## src/rtl/mux_rr_param.sv

```systemverilog
// ---------------------------------------------------------------------------
// mux_rr_param
// Arbitrated N:1 channel multiplexer with a one-word registered output stage.
// Each cycle one valid input channel is granted (round-robin or fixed lowest-
// index priority) and its word is loaded into the output register whenever
// that register is empty or being drained. Full throughput: a downstream
// accept and a new load complete on the same edge.
//
// Ports
//   clk         in   rising-edge clock
//   reset       in   synchronous, active-high reset
//   valid_in    in   [NUM_CH]             per-channel word valid
//   data_in     in   [NUM_CH*DATA_WIDTH]  channel i at [i*DATA_WIDTH +: DATA_WIDTH]
//   ready_in    out  [NUM_CH]             one-hot (or zero) accept to the granted channel
//   valid_out   out                       output word valid
//   data_out    out  [DATA_WIDTH]         output word
//   ch_out      out  [CH_BITS]            source channel of data_out
//   ready_out   in                        downstream accept
//   xfer_count  out  [16]                 completed output transfers, wraps at 16'hFFFF
// ---------------------------------------------------------------------------
module mux_rr_param #(
   parameter  int DATA_WIDTH = 8,
   parameter  int NUM_CH     = 4,
   parameter  int ARB_MODE   = 0,   // 0 = round-robin, 1 = fixed priority (lowest index)
   localparam int CH_BITS    = $clog2(NUM_CH)
) (
   input  logic                         clk,
   input  logic                         reset,
   input  logic [NUM_CH-1:0]            valid_in,
   input  logic [NUM_CH*DATA_WIDTH-1:0] data_in,
   output logic [NUM_CH-1:0]            ready_in,
   output logic                         valid_out,
   output logic [DATA_WIDTH-1:0]        data_out,
   output logic [CH_BITS-1:0]           ch_out,
   input  logic                         ready_out,
   output logic [15:0]                  xfer_count
);

   // Registered state
   logic                  valid_q,      valid_d;
   logic [DATA_WIDTH-1:0] data_q,       data_d;
   logic [CH_BITS-1:0]    ch_q,         ch_d;
   logic [CH_BITS-1:0]    last_grant_q, last_grant_d;
   logic [15:0]           xfer_count_q, xfer_count_d;

   // Arbitration and handshake terms
   logic                  load_en;
   logic                  grant_vld;
   logic [CH_BITS-1:0]    grant_idx;
   logic [NUM_CH-1:0]     upper_mask;
   logic [NUM_CH-1:0]     masked_valid;
   logic                  out_xfer;
   logic [DATA_WIDTH-1:0] ch_data [NUM_CH];

   // Index of the lowest set bit; zero when the vector is empty.
   function automatic logic [CH_BITS-1:0] lowest_set(input logic [NUM_CH-1:0] vec);
      lowest_set = '0;
      for (int i = NUM_CH - 1; i >= 0; i--) begin
         if (vec[i]) lowest_set = CH_BITS'(i);
      end
   endfunction

   // Unflatten the channel bus so the granted word is a plain array lookup.
   always_comb begin
      for (int i = 0; i < NUM_CH; i++) begin
         ch_data[i] = data_in[i*DATA_WIDTH +: DATA_WIDTH];
      end
   end

   // Round-robin as a two-pass priority search: first look only at channels
   // above last_grant, and if none of those are valid fall back to the lowest
   // valid channel overall (the wrap through NUM_CH-1 to 0).
   always_comb begin
      // NOTE: every combinational output gets a default before any branch,
      // so no path through the block leaves a value unassigned (no latch).
      upper_mask = '0;
      for (int i = 0; i < NUM_CH; i++) begin
         upper_mask[i] = (i > int'(last_grant_q));
      end
      masked_valid = valid_in & upper_mask;
      grant_vld    = |valid_in;
      if (ARB_MODE == 1 || masked_valid == '0) begin
         grant_idx = lowest_set(valid_in);
      end else begin
         grant_idx = lowest_set(masked_valid);
      end
   end

   // The output register accepts a new word when empty or draining this cycle.
   assign load_en  = !valid_q || ready_out;
   assign out_xfer = valid_q && ready_out;
   // ready_in already implies valid_in for the granted bit, so any set bit
   // is an input transfer; reset forces it to zero.
   assign ready_in = (grant_vld && load_en && !reset) ? (NUM_CH'(1) << grant_idx) : '0;

   always_comb begin
      valid_d      = valid_q;
      data_d       = data_q;
      ch_d         = ch_q;
      last_grant_d = last_grant_q;
      xfer_count_d = out_xfer ? xfer_count_q + 16'd1 : xfer_count_q;
      if (load_en) begin
         // With nothing valid the register empties but keeps its last word.
         valid_d = grant_vld;
         if (grant_vld) begin
            data_d       = ch_data[grant_idx];
            ch_d         = grant_idx;
            last_grant_d = grant_idx;
         end
      end
   end

   // NOTE: sequential state uses non-blocking assignments so every flop
   // samples the pre-edge value of its *_d input, independent of block order.
   always_ff @(posedge clk) begin
      if (reset) begin
         valid_q      <= 1'b0;
         data_q       <= '0;
         ch_q         <= '0;
         xfer_count_q <= '0;
         // Pointing at the top channel makes channel 0 first after reset.
         last_grant_q <= CH_BITS'(NUM_CH - 1);
      end else begin
         valid_q      <= valid_d;
         data_q       <= data_d;
         ch_q         <= ch_d;
         xfer_count_q <= xfer_count_d;
         last_grant_q <= last_grant_d;
      end
   end

   assign valid_out  = valid_q;
   assign data_out   = data_q;
   assign ch_out     = ch_q;
   assign xfer_count = xfer_count_q;

endmodule

```

## config.mk

```make
export PLATFORM = sky130hd
export DESIGN_NAME = mux_rr_param
export DESIGN_NICKNAME = d
export VERILOG_FILES = /design/src/rtl/mux_rr_param.sv
export SDC_FILE = /design/constraint.sdc
export NUM_CORES = 1
export LEC_CHECK = 0
export ABC_CLOCK_PERIOD_IN_PS = 2100
export CELL_PAD_IN_SITES_DETAIL_PLACEMENT = 1
export CELL_PAD_IN_SITES_GLOBAL_PLACEMENT = 1
export CORE_ASPECT_RATIO = 1.5
export CORE_MARGIN = 3
export CORE_UTILIZATION = 30
export CTS_CLUSTER_DIAMETER = 100
export DETAILED_ROUTE_END_ITERATION = 10
export GPL_TIMING_DRIVEN = 0
export PLACE_DENSITY_LB_ADDON = 0.2
export SKIP_CTS_REPAIR_TIMING = 1
export SYNTH_ARGS = -nofsm -noshare
export SYNTH_HDL_FRONTEND = slang
export SYNTH_SLANG_ARGS = --single-unit
```

## constraint.sdc

```tcl
create_clock -name clk -period 2.1 [get_ports clk]
set_clock_uncertainty 0.2 [all_clocks]
set_input_delay 0.42 -clock clk [delete_from_list [all_inputs] [get_ports clk]]
set_output_delay 0.42 -clock clk [all_outputs]
set_load 0.02 [all_outputs]
```

==> run summary, run 1 <==
Initial Utilization -> 31.8%
Row cnt -> 31
Routed wl met2 -> 2770 µm
Vias in the first global route -> 1656
Violated checks -> setup timing
# clock sinks -> 29
Worst-margin pin slew -> 0.486 ns
Global-route wire length before repair -> 7470 µm
H-tree levels -> 2
Slew margin rel. -> 67.6%
1st-iter DRT viols -> 58
CP dominant cell by count -> buf_6
Most frequent cells in the layout -> clkdlybuf4s50_1 (59), dfxtp_1 (26), buf_4 (23)
Synth Area per Inst -> 8.76 µm²
Largest net degree at the start of global routing -> 11
Syn. warnings -> 0
Worst-path maximum fanout -> 5
Via count -> 1737
Num CTS Buffers -> 5
Post-Syn Nets -> 219
Largest cells by area after synthesis -> dfxtp_1 (37%), mux2i_1 (5.1%), a221oi_1 (4.5%), xor2_1 (4.5%), nor2_1 (4.3%)
Global route overflow -> 0
Routed len/inst -> 15.1 µm
Hpwl dp -> 3580 µm
First-pass iteration count of the detailed router -> 4
Clk slew on worst S/H paths -> 0.07 ns
Core area -> 4930 µm²
Setup Viol. Count Final -> 3
Global placement routability congestion -> 0.756
Max Freq -> 459 MHz
PortBufs -> 69
CP max stage cell -> dfxtp_4
RSZ-0062 raised after global routing -> yes
Final WS setup -> -0.0785 ns
Worst Setup Path Type -> flip-flop to output pin
TritonCTS clock tree -> done
FFs w/ async S/R, synth -> 0%
Worst Path Required -> 1.48 ns
CP cell instances -> nand2b_4, o221ai_4, nand3_4, buf_6, nor2_4, buf_6
DRC violations left -> 0
Final period util -> 104%
Synth cell types -> 42
DRT Wirelength -> 5160 µm
DR top layer -> met4
Post-Synthesis Cells -> 179
Via density -> 5.08
Overall die height -> 94.5 µm
Commonest non-fill, non-tap cell in the layout -> clkdlybuf4s50_1
Share of layout cells above drive strength 1 -> 26.1%
VDD IR-drop max -> 350 µV
Leakage -> 1.07 nW
Arr. time, crit path -> 1.56 ns
Post-Syn Area -> 1570 µm²
Area growth syn-to-layout -> 75.6%
Power after layout -> 0.00156 W
Hold Slack -> 0.262 ns
Horiz. Die Dim -> 65.0 µm
Max Slew Vio Count -> 0
Clk Tree Root Cell -> clkbuf_8
WL met3 -> 356 µm
PD cells -> 566 nW/µm²
Tot GR Track Use -> 15.5%
N_diodes -> 0
Setup tns final -> -0.164 ns
Crit path largest cell delay -> 0.37 ns
Clk_lat worst skew -> 0.28 ns
Min Tclk post-route -> 2.18 ns
Met1 WL -> 1960 µm
Startpoint class of the critical path -> flip-flop
Area of the multi-input gates -> 1060 µm²
Longest Clk Path Bufs -> 2
Post-synth EDFFs -> 0
# Max-Cap Violations -> 0
Cell accounting for the most synthesized area -> dfxtp_1
Outcome -> finished, violations left
Die Area -> 6150 µm²
Worst setup EP type -> output pin
Final core utilization -> 55.9%
Total Nets Final -> 315
Register area -> 589 µm²
Synthesis-stage register bit count -> 29
# fillers -> 589
Final Hold Vio Count -> 0
Worst Hold Class -> input port to flip-flop
Post-DRT Antenna Nets -> 0
Initial antenna violation count -> 0
Top-area cell type share of the netlist area -> 37.0%
Top-Level Pins -> 70
Synth Flop Type -> dfxtp_1
Seq/Total Area, Yosys -> 37.0%
synthesized netlist by cell type, types with 2 or more instances:
cell / instances
a21o_1: 2
a21oi_1: 10
a221oi_1: 8
and3_1: 3
and4_1: 2
buf_2: 2
clkbuf_1: 4
dfxtp_1: 29
inv_1: 5
mux2i_1: 8
nand2_1: 8
nand2b_1: 9
nand3_1: 8
nor2_1: 18
nor2b_1: 2
nor3_1: 2
nor4_1: 2
nor4_2: 2
o21ai_0: 8
o21ai_1: 6
o22ai_1: 8
or3_1: 3
xnor2_1: 4
xor2_1: 8
cells by family after synthesis:
family	Yosys count	synth area share, %
compound gates	47	19.7
mux	8	5.11
buf+inv	12	3.51
xor+xnor	12	6.70
flops	29	37.0
simple gates	70	27.1
fa+ha+maj	1	0.798
final cells by class:
type                    count  area share (%)
repair buffers             91            31.5
clock buffers               6            2.64
multi-input cells         138            38.7
flip-flops and latches     29            21.4
clock inverters             2           0.364
plain buffers               5            1.55
well taps                  66            3.00
inverters                   5           0.818
state kept, by name (all words and copies together), names as in the netlist:
name,count
last_grant_q,2
data_out,8
xfer_count,16
valid_out,1
ch_out,2
worst max-delay path, delay by kind of cell (launching register included):
kind / cells / cell delay [ns]
AND/OR/NAND/NOR: 3 / 0.40
AO/OA/AOI/OAI: 1 / 0.26
flip-flops: 1 / 0.37
buffers and inverters: 2 / 0.25
path summary, 6_finish.rpt:
kind / start / to / slack (ns) / cells after the start
worst max register to register: last_grant_q[0] / data_out[2] / 0.21 / 7
worst min register to register: xfer_count[15] / xfer_count[15] / 0.32 / 2
worst max-delay path: last_grant_q[0] / ready_in[1] / -0.08 / 6
worst min-delay path: ready_out / xfer_count[1] / 0.26 / 3
routing by layer:
layer	GRT usage [%]	up-vias
met5	0	-
met3	5.71	6
met4	5.71	0
li1	-	845
met2	30.2	68
met1	14.3	818
report_power, final:
group | internal [W] | leakage, nW | total [W] | switching [W]
Clock | 0.000229 | 0.0450 | 0.000444 | 0.000215
Sequential | 0.000587 | 0.238 | 0.000619 | 0.0000323
Combinational | 0.000267 | 0.787 | 0.000494 | 0.000226
through the flow:
step | std cells | worst slack (ns) | cell area, µm²
after floorplan | 179 | 0.0375 | 1580
after global placement | 314 | -1.26 | 2350
after detailed placement | 314 | -1.23 | 2350
after CTS | 322 | -1.25 | 2440
after global routing | 342 | -0.145 | 2750
final | 342 | -0.0785 | 2750
Note: power is estimated with default switching activity, not from simulation.
==> run 2, diff against run 1 <==
Settings changed: CORE_MARGIN 3 to default, SLEW_MARGIN from default to 25, TNS_END_PERCENT from default to 1.
==> run summary, run 2 (synthesis results as in run 1) <==
Final period util -> 108% (+4.1 points)
Max Slew Vio Count -> 0 (unchanged)
H-tree levels -> 2 (unchanged)
Max Freq -> 442 MHz (-3.8%)
Via density -> 5.03 (-0.90%)
Global-route wire length before repair -> 7690 µm (+3.1%)
Clk slew on worst S/H paths -> 0.06 ns (about the same)
DRC violations left -> 0 (unchanged)
Top-Level Pins -> 70 (unchanged)
TritonCTS clock tree -> done
Initial antenna violation count -> 0 (unchanged)
Worst setup EP type -> output pin
Dpl ws -> -1.26 ns (-0.0283 ns)
DRT Wirelength -> 4820 µm (-6.6%)
Worst Path Required -> 1.48 ns (about the same)
Clk Tree Root Cell -> clkbuf_8
Fin area -> 2610 µm² (-5.0%)
Startpoint class of the critical path -> flip-flop
Leakage -> 1.02 nW (-4.5%)
Routed len/inst -> 14.5 µm (-4.1%)
PD cells -> 591 nW/µm² (+4.4%)
Overall die height -> 90.5 µm (-4.2%)
Worst-path maximum fanout -> 4 (-1)
Final WS setup -> -0.164 ns (-0.0857 ns)
Worst Hold Class -> input port to flip-flop
Placement Cell Area -> 2350 µm² (-0.27%)
Area growth syn-to-layout -> 66.7%
CP max stage cell -> dfxtp_4
Tot GR Track Use -> 18.3% (+2.8 points)
Crit-path leading delay family -> simple AND/OR/NAND/NOR gates
1st-iter DRT viols -> 38 (-34%)
Commonest non-fill, non-tap cell in the layout -> clkdlybuf4s50_1
Most frequent cells in the layout -> clkdlybuf4s50_1 (59), dfxtp_1 (26), nor2_1 (18)
First-pass iteration count of the detailed router -> 3 (-1)
Min Tclk post-route -> 2.26 ns (+0.0857 ns)
Worst-margin pin slew -> 0.495 ns (+0.00918 ns)
Outcome -> finished, violations left
# Max-Cap Violations -> 0 (unchanged)
CP cell instances -> nand2b_4, o221ai_4, nand3_2, nor4_4, buf_4
Worst Setup Path Type -> flip-flop to output pin
Clk_lat worst skew -> 0.28 ns (about the same)
Buffers and inverters on the worst path -> 1 (-1)
Num CTS Buffers -> 5 (unchanged)
Largest net degree at the start of global routing -> 11 (unchanged)
Vias in the first global route -> 1680 (+1.4%)
PortBufs -> 69 (unchanged)
Horiz. Die Dim -> 61.0 µm (-6.2%)
N_diodes -> 0 (unchanged)
Max reg flops -> 16 (unchanged)
Global placement routability congestion -> 0.768 (+1.6%)
Setup Viol. Count Final -> 4 (+1)
Violated checks -> setup timing
# fillers -> 584 (-0.85%)
Post-DRT Antenna Nets -> 0 (unchanged)
Global route overflow -> 0 (unchanged)
Final Hold Vio Count -> 0 (unchanged)
Row cnt -> 31 (unchanged)
RSZ-0062 raised after global routing -> yes
Die Area -> 5520 µm² (-10%)
Crit path largest cell delay -> 0.36 ns (about the same)
Hpwl dp -> 3480 µm (-2.9%)
VDD IR-drop max -> 293 µV (-16%)
Share of layout cells above drive strength 1 -> 21.7% (-4.4 points)
Initial Utilization -> 31.8% (unchanged)
Core area -> 4930 µm² (unchanged)
# clock sinks -> 29 (unchanged)
Arr. time, crit path -> 1.64 ns (+0.08 ns)
Via count -> 1676 (-3.5%)
Longest Clk Path Bufs -> 2 (unchanged)
Slew margin rel. -> 67.0% (-0.61 points)
Total Nets Final -> 307 (-2.5%)
-- run 2: per-layer routing --
metal	GRT usage, %	wire length, µm
met1	18.5	1830
met4	6.25	73
met5	0	0
met3	6.59	326
met2	32.9	2590
-- run 2: metrics by stage --
| step | hold slack (ns) | cells | power [W] | utilization [%] | setup TNS [ns] |
|---|---|---|---|---|---|
| after floorplan | 0.367 | 179 | 0.000828 | - | -0.0410 |
| after global placement | 0.299 | 314 | 0.00102 | 47.7 | -9.74 |
| after detailed placement | 0.313 | 314 | 0.00102 | 47.7 | -10.08 |
| after CTS | 0.320 | 321 | 0.00150 | 49.4 | -5.56 |
| after global routing | 0.291 | 333 | 0.00163 | 53.1 | -0.713 |
| final | 0.251 | 333 | 0.00154 | 53.1 | -0.337 |
-- run 2: where the power goes --
part | leakage, nW | internal, W | switching, W | total, W
combinational | 0.739 | 0.000243 | 0.000211 | 0.000454
sequential | 0.238 | 0.000587 | 0.0000303 | 0.000617
clock | 0.0443 | 0.000260 | 0.000212 | 0.000472
-- run 2: final timing paths --
kind	startpoint	to	slack [ns]	cells past startpoint
max	last_grant_q[0]	ready_in[0]	-0.16	5
min reg2reg	xfer_count[9]	xfer_count[9]	0.31	2
min	ready_out	xfer_count[1]	0.25	3
max reg2reg	last_grant_q[0]	data_out[5]	0.25	6
-- run 2: worst reg2reg max path: cells and delay by family (launching register included) --
family / cells / cell delay, ns
DFF: 1 / 0.36
buffers and inverters: 1 / 0.14
and+or+nand+nor: 2 / 0.31
AOI/OAI and AO/OA: 3 / 0.72
-- run 2: layout make-up --
| cell class | instances | area (µm²) | area share, % |
|---|---|---|---|
| Buffer | 5 | 42.5 | 1.63 |
| Tap cell | 66 | 82.6 | 3.16 |
| Timing Repair Buffer | 82 | 764 | 29.2 |
| Sequential cell | 29 | 589 | 22.5 |
| Clock buffer | 7 | 86.3 | 3.30 |
| Timing Repair inverter | 1 | 5.00 | 0.191 |
| Inverter | 5 | 22.5 | 0.862 |
| Multi-Input combinational cell | 138 | 1020 | 39.1 |
==> run 3, diff against run 2 <==
Settings changed: SLEW_MARGIN 25 to 20.
==> results of run 3 <==
No change in the layout: final DEF, timing and power equal those of run 2.
==> edit: new RTL, settings of run 2 <==
Reset style: asynchronous (`reset`), changed in one clocked block. Comments in the files are not updated.
--- a/src/rtl/mux_rr_param.sv
+++ b/src/rtl/mux_rr_param.sv
@@ -112,7 +112,7 @@
 
    // NOTE: sequential state uses non-blocking assignments so every flop
    // samples the pre-edge value of its *_d input, independent of block order.
-   always_ff @(posedge clk) begin
+   always_ff @(posedge clk or posedge reset) begin
       if (reset) begin
          valid_q      <= 1'b0;
          data_q       <= '0;
Formal check against the unedited RTL: differs if reset is asserted again (counterexample within 4 cycles, from zero or initial values and one cycle with reset high); with reset held inactive, the same outputs for 10 cycles.
==> edit against run 2 <==
The run still ends with negative setup slack left. Worst setup slack lost 0.011 ns. Routed wire length shrank 3.5%. Global-route usage shrank 1.6 points. Sequential cell count is the same. Synthesized area grew 2.6%. Utilization shrank 3.0 points. Count of clock-buffer cells in the layout is the same. Fmax shrank 0.49%. Design area shrank 1.1%. Critical path type unchanged. Critical endpoint is now ready_in[3].
Power is not compared: it rests on default switching activity, and its combinational part moved more than twofold at a synthesized area within 25%.
==> edit: results (changes against run 2) <==
Synthesis
  – Sequential fraction of the synthesis area: 0.453 (+0.0826)
  – Post-synth net total: 201 (-8.2%)
  – Post-synthesis async set-or-reset flop share: 1.00 (+1.00)
  – Synth area leaders: dfrtp_1 42%, mux2i_1 5.6%, o21ai_2 5.4%
  – Post-synthesis cell type count: 35 (-17%)
  – Post-synth top cells: 27 x dfrtp_1, 19 x nor2_1, 10 x o21ai_2

GRT
  – Grt met1 use: 0.216 (+0.0303)
  – Vias in the first global route: 1,480 (-12%)
  – Grt met2 use: 0.269 (-0.0600)
  – First-pass GRT wire length: 7060 µm (-8.3%)
  – GRT Util Overall: 0.167 (-0.0165)
  – Largest net degree at the start of global routing: 30 (+19)

CTS
  – Root buffer cell: clkbuf_8

Setup path
  – Arrival @ worst endpoint: 1.66 ns (+0.02 ns)
  – Slowest CP cell: dfstp_2
  – Delay-heaviest family, CP: flip-flops
  – CP max stage delay: 0.60 ns (+0.24 ns)
  – Worst R2R Start: last_grant_q[1]$_DFFE_PP1P_
  – Peak fanout along the critical path: 6 (+2)

Route
  – Via count: 1,555 (-7.2%)
  – Drt initial violations: 14 (-63%)
  – DRT Wirelength: 4650 µm (-3.5%)

Placed design
  – Cell total after placement: 296 (-5.7%)
  – Placed inst area: 0.00237 mm² (+0.91%)
  – Setup WS pre-CTS: -1.04 ns (+0.222 ns)
  – Final HPWL DP: 3270 µm (-6.0%)
  – Routability cong.: 0.719 (-6.4%)
  – IO Port Bufs: 67 (-2.9%)

Hold path
  – Hold Crit Start: valid_in[1]

Layout
  – Layout cell share with drive strength beyond 1: 0.235 (+0.0173)
  – Finished Layout Cells: 311 (-6.6%)

Timing
  – Final WS setup: -0.175 ns (-0.0111 ns)
  – # setup viols final: 9 (+5)

Outcome
  – Failing checks: negative setup slack
  – Outcome: finished with violations
edit: cell count changes in the layout (fill, tap and decap cells not counted), sizes merged, moves of 3 or more:
cell	change
o21ai	-4
nand2b	-7
or3	-3
dfrtp	+27
xnor2	+5
dfxtp	-29
buf	-3
a21oi	-5
edit: worst paths after layout:
kind,end,slack [ns],cells after the start
setup / recovery,ready_in[3],-0.18,6
hold / removal,valid_out$_DFFE_PP0N_,0.20,3
setup reg to reg,data_out[3]$_DFFE_PP0P_,-0.06,8
hold reg to reg,xfer_count[15]$_DFFE_PP0P_,0.29,1
max in group asynchronous,xfer_count[10]$_DFFE_PP0P_,0.87,2
min in group asynchronous,data_out[7]$_DFFE_PP0P_,0.42,2
edit: kinds of logic after synthesis:
family / count (synthesis) / share of synthesized area
fa+ha+maj: 1 / 0.00778
xor+xnor: 15 / 0.0817
compound gates: 39 / 0.186
mux: 10 / 0.0630
simple gates: 54 / 0.161
buf+inv: 13 / 0.0475
flops: 29 / 0.453
edit: area by class of cell:
| class | count | area (µm²) |
|---|---|---|
| fillers | 554 | 2580 |
| multi-input cells | 119 | 862 |
| repair buffers | 75 | 732 |
| flip-flops and latches | 29 | 728 |
| clock buffers | 7 | 96.3 |
| well taps | 68 | 85.1 |
| plain buffers | 8 | 62.6 |
| inverters | 4 | 15.0 |
| clock inverters | 1 | 5.00 |
edit: where the power goes:
group	internal [mW]	switching [mW]
logic	0.498	0.452
registers	0.685	0.154
clock network	0.296	0.224
total	1.48	0.830
edit: layer usage:
| metal | vias up | part of all wire |
|---|---|---|
| li1 | 738 | - |
| met1 | 774 | 0.43 |
| met2 | 38 | 0.52 |
| met3 | 5 | 0.048 |
| met4 | 0 | 0.0095 |
| met5 | - | 0 |
